<file path="src/rtl/ddram_arbiter.sv">
// Two-requester arbiter for the shared MiSTer DDRAM Avalon-MM port; grants per burst.
// Optional macro JTAGDEMO_DDRARB_FIXEDPRIO_EN: port 0 always wins ties instead of round-robin.
module ddram_arbiter #(
    parameter int ADDR_W  = 29,
    parameter int BURST_W = 8
) (
    input  logic               clk,
    input  logic               reset_in,
    input  logic [ADDR_W-1:0]  rq0_addr,
    input  logic [BURST_W-1:0] rq0_burstcnt,
    input  logic               rq0_rd,
    input  logic               rq0_we,
    input  logic [63:0]        rq0_din,
    input  logic [7:0]         rq0_be,
    output logic               rq0_busy,
    output logic [63:0]        rq0_dout,
    output logic               rq0_dout_ready,
    input  logic [ADDR_W-1:0]  rq1_addr,
    input  logic [BURST_W-1:0] rq1_burstcnt,
    input  logic               rq1_rd,
    input  logic               rq1_we,
    input  logic [63:0]        rq1_din,
    input  logic [7:0]         rq1_be,
    output logic               rq1_busy,
    output logic [63:0]        rq1_dout,
    output logic               rq1_dout_ready,
    input  logic               ddr_busy,
    output logic [ADDR_W-1:0]  ddr_addr,
    output logic [BURST_W-1:0] ddr_burstcnt,
    output logic               ddr_rd,
    output logic               ddr_we,
    output logic [63:0]        ddr_din,
    output logic [7:0]         ddr_be,
    input  logic [63:0]        ddr_dout,
    input  logic               ddr_dout_ready
);

    typedef enum logic [1:0] {IDLE, WRITE, READ} state_t;

    state_t             state, state_next;
    logic               owner, owner_next;
    logic               rr_last, rr_last_next;
    logic [BURST_W-1:0] beats, beats_next;

    logic               req0, req1, grant, sel;
    logic [ADDR_W-1:0]  sel_addr;
    logic [BURST_W-1:0] sel_bc_raw, sel_bc;
    logic               sel_rd, sel_we;
    logic [63:0]        sel_din;
    logic [7:0]         sel_be;

    assign req0 = rq0_rd | rq0_we;
    assign req1 = rq1_rd | rq1_we;

`ifdef JTAGDEMO_DDRARB_FIXEDPRIO_EN
    assign grant = !req0;
`else
    assign grant = (req0 && req1) ? !rr_last : req1;
`endif

    // In IDLE the fresh grant steers the port; once a burst is running the owner does.
    assign sel        = (state == IDLE) ? grant : owner;
    assign sel_addr   = sel ? rq1_addr     : rq0_addr;
    assign sel_bc_raw = sel ? rq1_burstcnt : rq0_burstcnt;
    assign sel_rd     = sel ? rq1_rd       : rq0_rd;
    assign sel_we     = sel ? rq1_we       : rq0_we;
    assign sel_din    = sel ? rq1_din      : rq0_din;
    assign sel_be     = sel ? rq1_be       : rq0_be;
    assign sel_bc     = (sel_bc_raw == '0) ? BURST_W'(1) : sel_bc_raw;

    assign rq0_dout       = ddr_dout;
    assign rq1_dout       = ddr_dout;
    assign rq0_dout_ready = reset_in && (state == READ) && !owner && ddr_dout_ready;
    assign rq1_dout_ready = reset_in && (state == READ) &&  owner && ddr_dout_ready;

    always_ff @(posedge clk or negedge reset_in) begin
        if (!reset_in) begin
            state   <= IDLE;
            owner   <= 1'b0;
            rr_last <= 1'b1;
            beats   <= '0;
        end else begin
            state   <= state_next;
            owner   <= owner_next;
            rr_last <= rr_last_next;
            beats   <= beats_next;
        end
    end

    always_comb begin
        state_next   = state;
        owner_next   = owner;
        rr_last_next = rr_last;
        beats_next   = beats;
        ddr_addr     = sel_addr;
        ddr_burstcnt = sel_bc;
        ddr_din      = sel_din;
        ddr_be       = sel_be;
        ddr_rd       = 1'b0;
        ddr_we       = 1'b0;
        rq0_busy     = 1'b1;
        rq1_busy     = 1'b1;

        case (state)
            IDLE: begin
                if (req0 || req1) begin
                    // A simultaneous rd+we from one requester is treated as a write.
                    ddr_we   = sel_we;
                    ddr_rd   = sel_rd && !sel_we;
                    rq0_busy = sel ? 1'b1 : ddr_busy;
                    rq1_busy = sel ? ddr_busy : 1'b1;
                    if (!ddr_busy) begin
                        owner_next   = grant;
                        rr_last_next = grant;
                        if (sel_we) begin
                            if (sel_bc != BURST_W'(1)) begin
                                beats_next = sel_bc - BURST_W'(1);
                                state_next = WRITE;
                            end
                        end else begin
                            beats_next = sel_bc;
                            state_next = READ;
                        end
                    end
                end
            end
            WRITE: begin
                ddr_we   = sel_we;
                rq0_busy = sel ? 1'b1 : ddr_busy;
                rq1_busy = sel ? ddr_busy : 1'b1;
                if (sel_we && !ddr_busy) begin
                    beats_next = beats - BURST_W'(1);
                    if (beats == BURST_W'(1)) state_next = IDLE;
                end
            end
            READ: begin
                if (ddr_dout_ready) begin
                    beats_next = beats - BURST_W'(1);
                    if (beats == BURST_W'(1)) state_next = IDLE;
                end
            end
            default: state_next = IDLE;
        endcase

        if (!reset_in) begin
            ddr_rd       = 1'b0;
            ddr_we       = 1'b0;
            rq0_busy     = 1'b1;
            rq1_busy     = 1'b1;
            ddr_addr     = '0;
            ddr_burstcnt = '0;
            ddr_din      = '0;
            ddr_be       = '0;
        end
    end

endmodule

</file>
<file path="config.mk">
export PLATFORM = sky130hd
export DESIGN_NAME = ddram_arbiter
export DESIGN_NICKNAME = d
export VERILOG_FILES = /design/src/rtl/ddram_arbiter.sv
export SDC_FILE = /design/constraint.sdc
export NUM_CORES = 1
export LEC_CHECK = 0
export CAP_MARGIN = 20
export CORE_AREA = 4 4 207 209
export DETAILED_ROUTE_END_ITERATION = 8
export DIE_AREA = 0 0 211 213
export DONT_BUFFER_PORTS = 1
export SLEW_MARGIN = 15
export SYNTH_ARGS = -nofsm -noshare
export SYNTH_HDL_FRONTEND = slang
export SYNTH_SLANG_ARGS = --single-unit
</file>
<file path="constraint.sdc">
create_clock -name clk -period 3.5 [get_ports clk]
set_input_delay 0.35 -clock clk [delete_from_list [all_inputs] [get_ports clk]]
set_output_delay 0.35 -clock clk [all_outputs]
set_load 0.02 [all_outputs]
</file>
==> Word-level counts from Yosys, hierarchy flattened <==
Cells that the tools add are included.
{ "totals": {"regBits": 12, "input_bits": 290, "out_inout_bits": 243, "word_cells": 79} }
{ "classes": {"addsub": 2, "n_eq_ne": 9, "muxes": 42, "n_bitwise": 3, "n_reduce_logical": 19} }
{ "op_table": {"columns": ["op", "n"], "rows": [
  ["$mux 64", 2],
  ["$mux 8", 11],
  ["$mux 29", 2],
  ["$pmux 8 s3", 1],
  ["$sub 8x1->8 const B", 2],
  ["$mux 1", 15],
  ["$mux 2", 7],
  ["$eq 8x1->1 const B", 1],
  ["$logic_and 1x1->1", 8],
  ["$logic_not 8->1", 1],
  ["$ne 8x1->1 const B", 1],
  ["$ne 2x2->1 const B", 3],
  ["$pmux 1 s2", 3],
  ["$pmux 2 s3", 1],
  ["$reduce_and 6->1", 1],
  ["$reduce_and 5->1", 1],
  ["$logic_not 1->1", 4],
  ["$ne 3x2->1 const B", 1],
  ["$reduce_and 3->1", 1],
  ["$reduce_bool 3->1", 1],
  ["$eq 2x1->1 const B", 1],
  ["$eq 2x2->1 const B", 1],
  ["$logic_not 2->1", 1],
  ["$ne 2x1->1 const B", 1],
  ["3 further kinds", 4]
]} }

==> Logic depth before layout (Yosys ltp) <==
Gate-level depths: netlist (run 1).
{ "logic_depth": {"depth_word": 13, "ltp_mapped": 14, "mapped_depth_nobuf": 12} }

==> Least setup slack after synthesis (run 1) <==
No wires, ideal clock.
{ "synth_timing": {"path_kind": "reg-to-output", "start": "register state[0]", "end": "output ddr_addr[0]", "arrival_time_ns": 2.298, "required_ns": 3.150, "path_slack_ns": 0.852, "path_stages_with_launch": 10, "path_buffers": 3, "path_cell_list": "dfrtp_1 -> inv_1 -> ha_1 -> o21ai_0 -> o21ai_0 -> clkbuf_1 -> clkbuf_1 -> buf_2 -> nand2_1 -> a21oi_1"} }
{ "synth_via": {"elab_chain_cells": 4} }
{ "synth_lines": {"columns": ["item", "line", "rtl"], "rows": [
  ["from (decl)", "40", "state_t state, state_next;"],
  ["from (signal assigned)", "83", "state <= state_next;"],
  ["$logic_not 2->1", "62", "assign sel = (state == IDLE) ? grant : owner;"],
  ["$mux 1", "62", null],
  ["$mux 29", "63", "assign sel_addr = sel ? rq1_addr : rq0_addr;"],
  ["$mux 29", "145", "if (!reset_in) begin"],
  ["to (decl)", "28", "output logic [ADDR_W-1:0] ddr_addr,"]
]} }
No other way between the ends.

==> Worst setup path in the final report (run 1) <==
{ "layout_timing": {"start": "register state[0]", "end": "output ddr_din[10]"} }
{ "layout_via": {"elab_chain_cells": 4} }
{ "layout_lines": {"columns": ["item", "line", "rtl"], "rows": [
  ["$logic_not 2->1", "62", null],
  ["$mux 1", "62", null],
  ["$mux 64", "67", "assign sel_din = sel ? rq1_din : rq0_din;"],
  ["$mux 64", "145", null],
  ["to (decl)", "32", "output logic [63:0] ddr_din,"]
]} }
No other way between the ends.

==> impl_metrics.yaml, run 1 <==
synthesis:
  yosysMostFrequentCell: "nand2_1"
  synth_seq_cells: 12
  synth_top_cell_area_share_pct: 25.8
  synth_edf_count: 0
  yosys.area.top_type: "buf_4"
  netlist_instances: 655
  synth_compound_area_share_pct: 22.2
  async_reset_ff_share_pct: 100
  yosys.area_share.simple_pct: 32.3
  synth_common_cells: "223 x nand2_1, 128 x buf_4, 112 x a21oi_1, 27 x clkbuf_1, 24 x nor2_1"
  yosysSeqAreaShare_pct: 8.10
  yosys.cell_types.count: 49
  synth_fa_ha_area_share_pct: 2.35
  synth_area_um2: 3720
  ys.warnings.count: 0
  syn_avg_cell_area_um2: 5.69
  synth_area_leaders: "buf_4 26%, nand2_1 22%, a21oi_1 15%"
  synth-xor-area-share_pct: 1.65
  synth_mux_area_share_pct: 1.65
  synth_flop_cell: "dfrtp_1"
  synth.net_count: 952
  synth_top_family_by_area: "simple AND/OR/NAND/NOR gates"
global_routing:
  grt_overflow: 0
  grt_pass1_vias: 3177
  antenna_found_initial: 0
  grtUsageTotal_pct: 6.70
  grt_pass1_wl_um: 22600
  grt_max_degree: 104
power_and_ir_drop:
  ir_worst_vdd_mv: 0.386
  netSwitchingFraction_pct: 65.3
  intPower_mw: 1.18
  p_switching_mw: 2.22
  clkPwrFrac_pct: 6.3
  combPwrFrac_pct: 85.4
  finalPower_mw: 3.40
  power.density_nw_per_um2: 965
  power.leakage_nw: 1.27
  seqPwrFrac_pct: 8.3
worst_setup_path:
  worstSetupEndpointType: "output port"
  critical_path_class: "reg2out"
  cp.required_ns: 3.15
  arrival_ns: 2.76
  cp-start-kind: "flop"
  cp_max_fo: 103
floorplan:
  core-area_um2: 40800
  die_w_um: 211
  die_h_um: 213
  initial_core_util_pct: 9.12
  die_area_um2: 44900
  row_count: 74
  io_pins: 533
status:
  status: "completed"
final_layout:
  area_growth_syn_to_layout_pct: -5.27
  drive_gt1_share_pct: 6.67
  antenna_cells: 0
  nets: 808
sta:
  worst_hold_slack_ns: 0.221
  rsz0062_at_grt: "no"
  worst_clock_skew_ns: 0.00469
  fmax_mhz: 322
  slew_headroom_pct: 41.6
  tns_ns: 0
  min_period_ns: 3.11
  setup-violations-final: 0
  tightest_slew_ns: 0.854
  hold_viol_final: 0
  final-max-slew-violation-count: 0
  finalWorstSetupSlack_ns: 0.393
  period_share_pct: 88.8
hold_path:
  hold_class: "in2reg"
route:
  vias: 3849
  wl_um: 17400
  routed_via_density: 3.69
  ant_nets: 0
  first_pass_iters: 5
  wl_per_cell_um: 16.7
  drtIter0Drc: 375
  drc: 0
clock_network:
  worstSkewPairLatency_ns: 0.24
  h-tree-depth: 1
  cts_setup_buffers: 0
  cts_resized: 0
  clk_pin_slew_ns: 0.04
  clockRootBuffer: "clkbuf_16"
  cts_buffers: 3
  postCtsHoldBufs: 1
  clock_path_buffers: 2
  cts_tree: "yes"
  cts_sinks: 12
placed_design:
  port_buffers: 0
  hpwl_um: 14900
  pre_cts_slack_ns: 0.439
  gp_congestion: 0.887
flow_run:
  maxCapViolations: 0
## critical path: stages (launching register included)
cell,delay (ns)
dfrtp_1,0.37
inv_1,0.11
ha_1,0.36
o21ai_0,0.32
o21ai_4,0.26
buf_12,0.30
nand2_1,0.16
a21oi_1,0.47
## final timing paths
| kind | from | to | slack [ns] | cells past startpoint |
|---|---|---|---|---|
| worst max-delay path | state[0]$_DFFE_PN0P_ | ddr_din[10] | 0.39 | 7 |
| worst min-delay path | ddr_busy | owner$_DFFE_PN0P_ | 0.22 | 1 |
| worst max register to register | state[0]$_DFFE_PN0P_ | beats[0]$_DFFE_PN0P_ | 0.40 | 11 |
| worst min register to register | rr_last$_DFFE_PN1P_ | rr_last$_DFFE_PN1P_ | 0.51 | 2 |
| max in group asynchronous | reset_in | state[0]$_DFFE_PN0P_ | 2.55 | 1 |
| min in group asynchronous | reset_in | beats[4]$_DFFE_PN0P_ | 0.56 | 1 |
## cells in the final DEF (no fill, tap or decap), types with 2 or more instances in the layout
cell and instances:
o31ai_1 2, nand2b_1 5, dfrtp_1 11, nand4_1 2, xor2_1 3, mux2i_1 5
nand2_1 223, nor4_1 4, o21ai_0 17, nor3b_1 2, nand3_1 14, buf_12 2
nor3_1 3, o21a_1 2, buf_4 18, a21oi_1 112, and3_1 3, nor2_1 24
a22o_1 2, xnor2_1 4, inv_1 8, o211ai_1 4, ha_1 7, clkbuf_16 3
nor2b_1 4
## through the flow
stage | cell area [µm²] | instances | utilization [%]
4_1_cts | 3530 | 1042 | 8.64
5_1_grt | 3530 | 1042 | 8.64
2_1_floorplan | 3720 | 655 | -
3_3_place_gp | 3440 | 1037 | 8.42
3_5_place_dp | 3440 | 1037 | 8.42
6_report | 3530 | 1042 | 8.64
## kinds of logic after synthesis
kind of cell	after synthesis
adder cells (fa/ha/maj)	7
buffers and inverters	179
AND/OR/NAND/NOR	292
XOR/XNOR	7
flip-flops	12
multiplexers	6
AO/OA/AOI/OAI	152
## registers in the layout, indices dropped and copies added (netlist names)
signal   count
owner        1
rr_last      1
beats        8
state        2
## area by class of cell
class	instances	area, µm²
Sequential cell	12	302
Timing Repair Buffer	21	185
Fill cell	4756	37300
Tap cell	532	666
Inverter	9	36.3
Clock buffer	4	78.8
Multi-Input combinational cell	464	2260
## power by group through the flow
stage	clock network [mW]	registers, mW	logic, mW
5_1_grt	0.226	0.292	3.18
6_report	0.215	0.282	2.91
4_1_cts	0.218	0.280	2.89
3_5_place_dp	0	0.280	2.88
2_1_floorplan	0	0.264	2.53
3_3_place_gp	0	0.280	2.87
## per-layer routing
layer  GRT usage (%)  vias up  part of all wire (%)
li1                -     1728                     -
met1            8.14     1756                    36
met2            10.5      323                    48
met3            2.73       42                    12
met4            2.73        0                   3.9
met5               0        -                     0
Note: power is estimated with default switching activity, not from simulation.
==> inputs of run 2 (changes only) <==
- RECOVER_POWER: default -> 100
- REMOVE_ABC_BUFFERS: default -> 1
==> impl_metrics.yaml, run 2 (same netlist as run 1, synthesis figures left out) <==
floorplan:
  io_pins: 533
  row_count: 74
  die_area_um2: 44900
  die_h_um: 213
  die_w_um: 211
  initial_core_util_pct: 9.12
  core-area_um2: 40800
sta:
  hold_viol_final: 0
  worst_clock_skew_ns: 0.00144
  setup-violations-final: 0
  tightest_slew_ns: 0.659
  worst_hold_slack_ns: 0.200
  final-max-slew-violation-count: 0
  period_share_pct: 93.0
  min_period_ns: 3.26
  rsz0062_at_grt: "no"
  tns_ns: 0
  slew_headroom_pct: 55.6
  fmax_mhz: 307
placed_design:
  hpwl_um: 20200
  gp_congestion: 0.828
  dp_cells: 1053
  port_buffers: 0
  place_area_um2: 3550
global_routing:
  grt_pass1_vias: 3350
  grt_max_degree: 74
  grt_pass1_wl_um: 29500
  grt_overflow: 0
  grtUsageTotal_pct: 9.51
  antenna_found_initial: 0
route:
  drtIter0Drc: 333
  routed_via_density: 3.91
  wl_per_cell_um: 23.0
  wl_um: 24300
  vias: 4134
  drc: 0
  first_pass_iters: 5
  ant_nets: 0
final_layout:
  postLayoutCoreUtil_pct: 8.65
  nets: 824
  final_area_um2: 3530
  top_regs: "beats: 8 flops, state: 2 flops"
  regMostFlops: "beats"
  layout.cells.most_common: "nand2_1"
  multi_input_area_um2: 2260
  nFillCells: 4800
  drive_gt1_share_pct: 5.51
  area_growth_syn_to_layout_pct: -5.14
  antenna_cells: 0
  largest_register_ff_count: 8
  seqCellArea_um2: 302
  final_cell_count_no_fill: 1058
  layout_common_cells: "223 x nand2_1, 112 x a21oi_1, 24 x nor2_1"
clock_network:
  cts_sinks: 12
  cts_tree: "yes"
  clock_path_buffers: 2
  clk_pin_slew_ns: 0.05
  clockRootBuffer: "clkbuf_16"
  cts_setup_buffers: 0
  h-tree-depth: 1
  worstSkewPairLatency_ns: 0.25
  cts_buffers: 3
worst_setup_path:
  worstSetupEndpointType: "output port"
  cp.required_ns: 3.15
  cp-start-kind: "flop"
  critical_path_class: "reg2out"
  arrival_ns: 2.91
  cp_max_fo: 46
flow_run:
  maxCapViolations: 0
status:
  status: "completed"
power_and_ir_drop:
  power.leakage_nw: 1.26
  power.density_nw_per_um2: 943
  ir_worst_vdd_mv: 0.279
hold_path:
  hold_class: "in2reg"
-- run 2: changes by cell type in the layout (fill, tap and decap cells not counted), moves of 2 or more --
cell | before | now
clkbuf_2 | 0 | 7
clkbuf_1 | 1 | 22
buf_4 | 18 | 5
clkbuf_4 | 0 | 2
-- run 2: through the flow --
| step | power, mW | setup WS (ns) |
|---|---|---|
| finish | 3.33 | 0.245 |
| global route | 3.63 | 0.0386 |
| CTS | 3.42 | 0.313 |
| detailed placement | 3.19 | 0.320 |
| global placement | 3.17 | 0.375 |
| floorplan | 2.44 | -5.08 |
-- run 2: critical path, cell delays in order, from the launching register on --
cell      delay, ns
dfrtp_1        0.34
inv_1          0.07
ha_1           0.31
o21ai_0        0.31
o21a_4         0.47
clkbuf_4       0.54
nand2_1        0.11
a21oi_1        0.28
buf_4          0.21
-- run 2: what timing repair did --
| item | CTS | global route |
|---|---|---|
| setup endpoints to repair | 0 | 3 |
| hold endpoints to repair | 12 | 0 |
| resized for setup | 0 | 1 |
| hold buffers | 1 | 0 |
-- run 2: power by group --
group | internal (mW) | switching (mW)
Clock | 0.154 | 0.0682
Sequential | 0.216 | 0.0635
Combinational | 0.755 | 2.08
-- run 2: routing by layer --
layer	vias up	routed length (µm)	GRT usage [%]
met5	-	447	7.54
met4	14	202	1.23
met3	22	4940	8.96
met2	467	8860	11.1
met1	1875	9870	12.0
li1	1756	-	-
-- run 2: area by class of cell --
cell class	instances	share of cell area (%)
tap	532	18.8
clock buffer	4	2.23
multi-input combinational	464	63.8
inverter	9	0.992
timing repair buffer	37	5.56
sequential	12	8.53
-- run 2: worst paths after layout --
path / slack [ns] / depth (start not counted) / endpoint / from
min in group asynchronous: 0.58 / 1 / beats[3]$_DFFE_PN0P_ / reset_in
max in group asynchronous: 2.49 / 1 / beats[4]$_DFFE_PN0P_ / reset_in
max: 0.24 / 8 / ddr_din[24] / state[0]$_DFFE_PN0P_
min: 0.20 / 1 / owner$_DFFE_PN0P_ / ddr_busy
min reg2reg: 0.50 / 2 / rr_last$_DFFE_PN1P_ / rr_last$_DFFE_PN1P_
max reg2reg: 0.44 / 11 / beats[0]$_DFFE_PN0P_ / state[1]$_DFFE_PN0P_
